$ cat config.mk
export PLATFORM = sky130hd
export DESIGN_NAME = bus_requester_flat
export DESIGN_NICKNAME = d
export VERILOG_FILES = /design/src/rtl/bus_requester_if.sv /design/src/rtl/bus_requester.sv /design/src/flat_wrapper.sv
export SDC_FILE = /design/constraint.sdc
export NUM_CORES = 1
export LEC_CHECK = 0
export ABC_AREA = 1
export BUFFER_PORTS_ARGS = -buffer_cell sky130_fd_sc_hd__buf_2
export CAP_MARGIN = 20
export CELL_PAD_IN_SITES_DETAIL_PLACEMENT = 1
export CELL_PAD_IN_SITES_GLOBAL_PLACEMENT = 1
export CORE_MARGIN = 5
export CORE_UTILIZATION = 30
export CTS_CLUSTER_DIAMETER = 100
export CTS_CLUSTER_SIZE = 30
export DETAILED_ROUTE_END_ITERATION = 7
export PLACE_DENSITY_LB_ADDON = 0.1
export SLEW_MARGIN = 20
export SYNTH_ARGS = -nofsm -noshare
export SYNTH_HDL_FRONTEND = slang
export SYNTH_SLANG_ARGS = --single-unit
$ cat constraint.sdc
create_clock -name clk -period 1.7 [get_ports clk]
set_input_delay 0.085 -clock clk [delete_from_list [all_inputs] [get_ports clk]]
set_output_delay 0.085 -clock clk [all_outputs]
set_load 0.005 [all_outputs]
$ cat src/rtl/bus_requester_if.sv
// Bundles the command, source, arbiter and bus-side signals of bus_requester.
// master = the requester itself, slave = its environment (producer/arbiter).
interface bus_requester_if #(
    parameter int DATA_W = 8,
    parameter int LEN_W  = 4
);
    logic              cmd_valid;
    logic              cmd_ready;
    logic [LEN_W-1:0]  cmd_len;
    logic              cmd_hold;
    logic              src_valid;
    logic              src_ready;
    logic [DATA_W-1:0] src_data;
    logic              req;
    logic              gnt;
    logic              done;
    logic              dly;
    logic              bus_valid;
    logic [DATA_W-1:0] bus_data;
    logic              busy;
    logic              err;
    logic              timeout;

    modport master (
        input  cmd_valid, cmd_len, cmd_hold, src_valid, src_data, gnt,
        output cmd_ready, src_ready, req, done, dly, bus_valid, bus_data,
        output busy, err, timeout
    );

    modport slave (
        output cmd_valid, cmd_len, cmd_hold, src_valid, src_data, gnt,
        input  cmd_ready, src_ready, req, done, dly, bus_valid, bus_data,
        input  busy, err, timeout
    );
endinterface

$ cat src/rtl/bus_requester.sv
// Bus master: takes a command, requests the bus, streams cmd_len+1 beats, optional dly hold.
// Optional grant-wait timeout enabled by defining BUS_REQ_TIMEOUT_EN.
module bus_requester #(
    parameter int DATA_W   = 8,
    parameter int LEN_W    = 4,
    parameter int HOLD_CYC = 2,
    parameter int TIMEOUT  = 16
) (
    input  logic clk,
    input  logic rst_n,
    bus_requester_if.master bif
);
    localparam int HC_W = (HOLD_CYC > 1) ? $clog2(HOLD_CYC) : 1;

    if (HOLD_CYC < 1) begin : g_hold_chk
        $error("HOLD_CYC must be >= 1");
    end
    if (TIMEOUT < 1) begin : g_tmo_chk
        $error("TIMEOUT must be >= 1");
    end

    typedef enum logic [1:0] {IDLE, REQ, XFER, HOLD} state_t;

    state_t            state, state_nx;
    logic [LEN_W-1:0]  beat_cnt, beat_cnt_nx;
    logic [HC_W-1:0]   hold_cnt, hold_cnt_nx;
    logic              hold_f, hold_f_nx;
    logic              err_q, err_nx;

`ifdef BUS_REQ_TIMEOUT_EN
    localparam int WC_W = (TIMEOUT > 1) ? $clog2(TIMEOUT) : 1;
    logic [WC_W-1:0]   wait_cnt, wait_cnt_nx;
    logic              tmo_q, tmo_nx;
`endif

    always_ff @(posedge clk or negedge rst_n) begin
        if (!rst_n) begin
            state    <= IDLE;
            beat_cnt <= '0;
            hold_cnt <= '0;
            hold_f   <= 1'b0;
            err_q    <= 1'b0;
        end else begin
            state    <= state_nx;
            beat_cnt <= beat_cnt_nx;
            hold_cnt <= hold_cnt_nx;
            hold_f   <= hold_f_nx;
            err_q    <= err_nx;
        end
    end

`ifdef BUS_REQ_TIMEOUT_EN
    always_ff @(posedge clk or negedge rst_n) begin
        if (!rst_n) begin
            wait_cnt <= '0;
            tmo_q    <= 1'b0;
        end else begin
            wait_cnt <= wait_cnt_nx;
            tmo_q    <= tmo_nx;
        end
    end
`endif

    always_comb begin
        state_nx      = state;
        beat_cnt_nx   = beat_cnt;
        hold_cnt_nx   = hold_cnt;
        hold_f_nx     = hold_f;
        err_nx        = err_q;
        bif.cmd_ready = 1'b0;
        bif.req       = 1'b0;
        bif.src_ready = 1'b0;
        bif.bus_valid = 1'b0;
        bif.bus_data  = '0;
        bif.done      = 1'b0;
        bif.dly       = 1'b0;
`ifdef BUS_REQ_TIMEOUT_EN
        wait_cnt_nx   = '0;
        tmo_nx        = tmo_q;
`endif
        unique case (state)
            IDLE: begin
                bif.cmd_ready = 1'b1;
                if (bif.cmd_valid) begin
                    beat_cnt_nx = bif.cmd_len;
                    hold_f_nx   = bif.cmd_hold;
                    state_nx    = REQ;
                end
            end
            REQ: begin
                bif.req = 1'b1;
                if (bif.gnt) begin
                    state_nx = XFER;
`ifdef BUS_REQ_TIMEOUT_EN
                end else if (wait_cnt == WC_W'(TIMEOUT - 1)) begin
                    state_nx = IDLE;
                    tmo_nx   = 1'b1;
                end else begin
                    wait_cnt_nx = wait_cnt + WC_W'(1);
`endif
                end
            end
            XFER: begin
                bif.req = 1'b1;
                // A dropped grant mid-transfer is flagged but the transfer just stalls.
                if (!bif.gnt) begin
                    err_nx = 1'b1;
                end else if (bif.src_valid) begin
                    bif.src_ready = 1'b1;
                    bif.bus_valid = 1'b1;
                    bif.bus_data  = bif.src_data;
                    if (beat_cnt == '0) begin
                        bif.done = 1'b1;
                        bif.dly  = hold_f;
                        if (hold_f) begin
                            state_nx    = HOLD;
                            hold_cnt_nx = HC_W'(HOLD_CYC - 1);
                        end else begin
                            state_nx = IDLE;
                        end
                    end else begin
                        beat_cnt_nx = beat_cnt - LEN_W'(1);
                    end
                end
            end
            HOLD: begin
                bif.dly = 1'b1;
                if (hold_cnt == '0) begin
                    state_nx = IDLE;
                end else begin
                    hold_cnt_nx = hold_cnt - HC_W'(1);
                end
            end
            default: state_nx = IDLE;
        endcase
    end

    assign bif.busy = (state != IDLE);
    assign bif.err  = err_q;
`ifdef BUS_REQ_TIMEOUT_EN
    assign bif.timeout = tmo_q;
`else
    assign bif.timeout = 1'b0;
`endif
endmodule

$ cat src/flat_wrapper.sv
// flat-port wrapper written by rule: the top's interface ports become plain ports
module bus_requester_flat 
#(
    parameter int DATA_W   = 8,
    parameter int LEN_W    = 4,
    parameter int HOLD_CYC = 2,
    parameter int TIMEOUT  = 16
)
  (clk, rst_n, bif_cmd_valid, bif_cmd_len, bif_cmd_hold, bif_src_valid, bif_src_data, bif_gnt, bif_cmd_ready, bif_src_ready, bif_req, bif_done, bif_dly, bif_bus_valid, bif_bus_data, bif_busy, bif_err, bif_timeout);
  bus_requester_if #(.DATA_W(DATA_W), .LEN_W(LEN_W)) bif_i ();
  input  logic clk;
  input  logic rst_n;
  input wire logic [$bits(bif_i.cmd_valid)-1:0] bif_cmd_valid;
  input wire logic [$bits(bif_i.cmd_len)-1:0] bif_cmd_len;
  input wire logic [$bits(bif_i.cmd_hold)-1:0] bif_cmd_hold;
  input wire logic [$bits(bif_i.src_valid)-1:0] bif_src_valid;
  input wire logic [$bits(bif_i.src_data)-1:0] bif_src_data;
  input wire logic [$bits(bif_i.gnt)-1:0] bif_gnt;
  output wire logic [$bits(bif_i.cmd_ready)-1:0] bif_cmd_ready;
  output wire logic [$bits(bif_i.src_ready)-1:0] bif_src_ready;
  output wire logic [$bits(bif_i.req)-1:0] bif_req;
  output wire logic [$bits(bif_i.done)-1:0] bif_done;
  output wire logic [$bits(bif_i.dly)-1:0] bif_dly;
  output wire logic [$bits(bif_i.bus_valid)-1:0] bif_bus_valid;
  output wire logic [$bits(bif_i.bus_data)-1:0] bif_bus_data;
  output wire logic [$bits(bif_i.busy)-1:0] bif_busy;
  output wire logic [$bits(bif_i.err)-1:0] bif_err;
  output wire logic [$bits(bif_i.timeout)-1:0] bif_timeout;
  assign bif_i.cmd_valid = bif_cmd_valid;
  assign bif_i.cmd_len = bif_cmd_len;
  assign bif_i.cmd_hold = bif_cmd_hold;
  assign bif_i.src_valid = bif_src_valid;
  assign bif_i.src_data = bif_src_data;
  assign bif_i.gnt = bif_gnt;
  assign bif_cmd_ready = bif_i.cmd_ready;
  assign bif_src_ready = bif_i.src_ready;
  assign bif_req = bif_i.req;
  assign bif_done = bif_i.done;
  assign bif_dly = bif_i.dly;
  assign bif_bus_valid = bif_i.bus_valid;
  assign bif_bus_data = bif_i.bus_data;
  assign bif_busy = bif_i.busy;
  assign bif_err = bif_i.err;
  assign bif_timeout = bif_i.timeout;
  bus_requester #(.DATA_W(DATA_W), .LEN_W(LEN_W), .HOLD_CYC(HOLD_CYC), .TIMEOUT(TIMEOUT)) u_core (.clk(clk), .rst_n(rst_n), .bif(bif_i));
endmodule
==> flow_metrics.py <==
metrics = {
    "global_routing": {
        "first_global_vias": 805,
        "globalRouteOverflowTotal": 0,
        "grt_max_degree": 10,
        "grt_first_pass_wirelength_um": 3490,
        "grt_usage": 0.128,
        "antenna_found_initial": 0,
    },
    "finish": {
        "nets": 175,
        "layout.cells.non_filler": 181,
        "layout_common_cells": "36 x nand2_1, 33 x buf_2, 21 x inv_1, 9 x nor2_1, 8 x dfrtp_1",
        "final_common_cell": "nand2_1",
        "area_delta_synth_final_pct": 35.7,
        "diodes": 0,
        "final_core_util": 0.416,
        "stdcell_area_um2": 1010,
        "drive_gt1_frac": 0.344,
    },
    "timing": {
        "worst_slack_ns": 0.0949,
        "tns_ns": 0,
        "setup_viol": 0,
        "hold_viol": 0,
        "drv_slew": 0,
        "skew_ns": 0.00315,
        "hold-worst-slack_ns": 0.0567,
        "fin_crit_sh": 0.944,
        "rsz0062_at_grt": "false",
        "layout_min_cycle_time_ns": 1.61,
        "max_freq_ghz": 0.623,
    },
    "drt": {
        "wl_per_cell_um": 11.6,
        "drc": 0,
        "wl_met3_um": 247,
        "wirelength_um": 2100,
        "top_layer": "met4",
        "ant_nets": 0,
        "vias": 768,
        "firstDrtPassIters": 3,
        "via_per_inst": 4.24,
        "wl_met2_um": 840,
        "wl_met1_um": 999,
        "drt_iter0_drc": 25,
    },
    "clocking": {
        "ctsHtreeMaxLevel": 1,
        "cts-root-buf": "clkbuf_4",
        "cts_num_sinks": 9,
        "cts_buffer_depth": 2,
        "insertion_delay_ns": 0.26,
        "cts.reportedPaths.clkPinSlew_ns": 0.07,
        "cts_inserted_buffers": 3,
        "cts_tree": "done",
    },
    "yosys": {
        "synth_edf_count": 0,
        "postSynth.asyncResetShare": 1.00,
        "yosysSeqAreaShare": 0.302,
        "synth-seq-cells": 9,
        "syn_area_um2": 746,
        "ys_types": 22,
        "ys_warn_count": 0,
        "ys.flop_type": "dfrtp_1",
        "synth_nets": 134,
        "synthesis.instances": 111,
        "avgSynthCellArea_um2": 6.72,
    },
    "setup_path": {
        "cp_slowest_stage_delay_ns": 0.43,
        "worst_path_max_delay_cell": "dfrtp_2",
        "worst_setup_path_start_kind": "flip-flop",
        "cp.arrival_ns": 1.76,
        "path_cells": "buf_4, buf_4, ha_1, a22oi_1, nand3_1, nand2_1, nand2_1",
        "critPathKind": "reg -> reg",
        "worstPathRequired_ns": 1.85,
        "crit_path_end_kind": "flip-flop",
        "path_max_fanout": 3,
    },
    "floorplan": {
        "core.rowCount": 18,
        "die_w_um": 59.9,
        "die-area_um2": 3580,
        "start_util": 0.307,
        "die_y_um": 59.9,
        "coreArea_um2": 2430,
        "ios": 35,
    },
    "placed_design": {
        "place_hpwl_um": 1740,
        "placed_area_um2": 930,
        "numPortBuffers": 33,
        "place_ws_ns": 0.166,
        "routabilityCongestion": 0.757,
        "dp_cells": 172,
    },
    "power": {
        "power_mw": 1.50,
        "power_leakage_nw": 0.634,
        "irDropWorstVdd_uv": 777,
        "powerDensity_nw_per_um2": 1480,
    },
    "job": {
        "cap_violations": 0,
    },
    "min_path": {
        "hold_class": "in -> reg",
    },
    "run_status": {
        "run_status": "finished clean",
    },
}
-- path summary, 6_finish.rpt --
| path | start | slack, ns | cells after the start | end |
|---|---|---|---|---|
| max reg2reg | u_core.state[0]$_DFFE_PN0P_ | 0.09 | 7 | u_core.state[0]$_DFFE_PN0P_ |
| max | u_core.state[0]$_DFFE_PN0P_ | 0.09 | 7 | u_core.state[0]$_DFFE_PN0P_ |
| min | bif_gnt | 0.06 | 2 | u_core.bif.err$_DFFE_PN0P_ |
| min in group asynchronous | rst_n | 0.20 | 2 | u_core.state[1]$_DFFE_PN0P_ |
| max in group asynchronous | rst_n | 1.30 | 2 | u_core.state[0]$_DFFE_PN0P_ |
| min reg2reg | u_core.bif.err$_DFFE_PN0P_ | 0.49 | 1 | u_core.bif.err$_DFFE_PN0P_ |
-- per-layer routing --
layer,vias up,global-route usage
met5,-,0
met1,320,0.165
li1,415,-
met2,31,0.199
met3,2,0.0454
met4,0,0.0380
-- area by class of cell --
class                      count  area (um2)
clock buffer                   4        26.3
fill                         332        1420
inverter                      24         100
multi-input combinational     75         409
sequential                     9         226
tap                           30        37.5
timing repair buffer          39         213
-- registers in the layout (all words and copies together) (netlist names) --
register,count
u_core.state,2
u_core.beat_cnt,4
u_core.bif.err,1
u_core.hold_cnt,1
u_core.hold_f,1
-- cell usage after synthesis (2+ instances only) --
| master | count | area (um2) |
|---|---|---|
| ha_1 | 5 | 62.6 |
| nand2_2 | 3 | 18.8 |
| o21ai_1 | 2 | 10.0 |
| nand4_1 | 3 | 18.8 |
| nor2_1 | 9 | 33.8 |
| nand3_1 | 4 | 20.0 |
| dfrtp_1 | 9 | 225 |
| inv_1 | 22 | 82.6 |
| nand2_1 | 36 | 135 |
| o21ai_0 | 5 | 25.0 |
| buf_4 | 2 | 15.0 |
-- cell families after synthesis --
logic type	synth area share
compound gates	0.0839
fa+ha+maj	0.0839
buf+inv	0.166
flops	0.302
other cells	0.00503
simple gates	0.359
-- repair_timing --
| item | in CTS | in global routing |
|---|---|---|
| setup buffers | 0 | 4 |
| resized for setup | 2 | 3 |
| cloned | 0 | 0 |
| endpoints found under the hold margin | 9 | 0 |
| setup endpoints to repair | 10 | 10 |
| hold buffers | 1 | 0 |
-- report_power, final --
part,internal (mW),leakage [nW],switching (mW)
Combinational,0.378,0.511,0.536
Sequential,0.315,0.108,0.0907
Clock,0.0905,0.0150,0.0862
Total,0.784,0.634,0.713
-- worst max-delay path: cells and delay by family (launching register included) --
kind / cells / cell delay [ns]
compound gates: 1 / 0.30
flops: 1 / 0.43
fa+ha+maj: 1 / 0.22
buf+inv: 2 / 0.27
simple gates: 3 / 0.28
(Power assumes the default switching activity.)
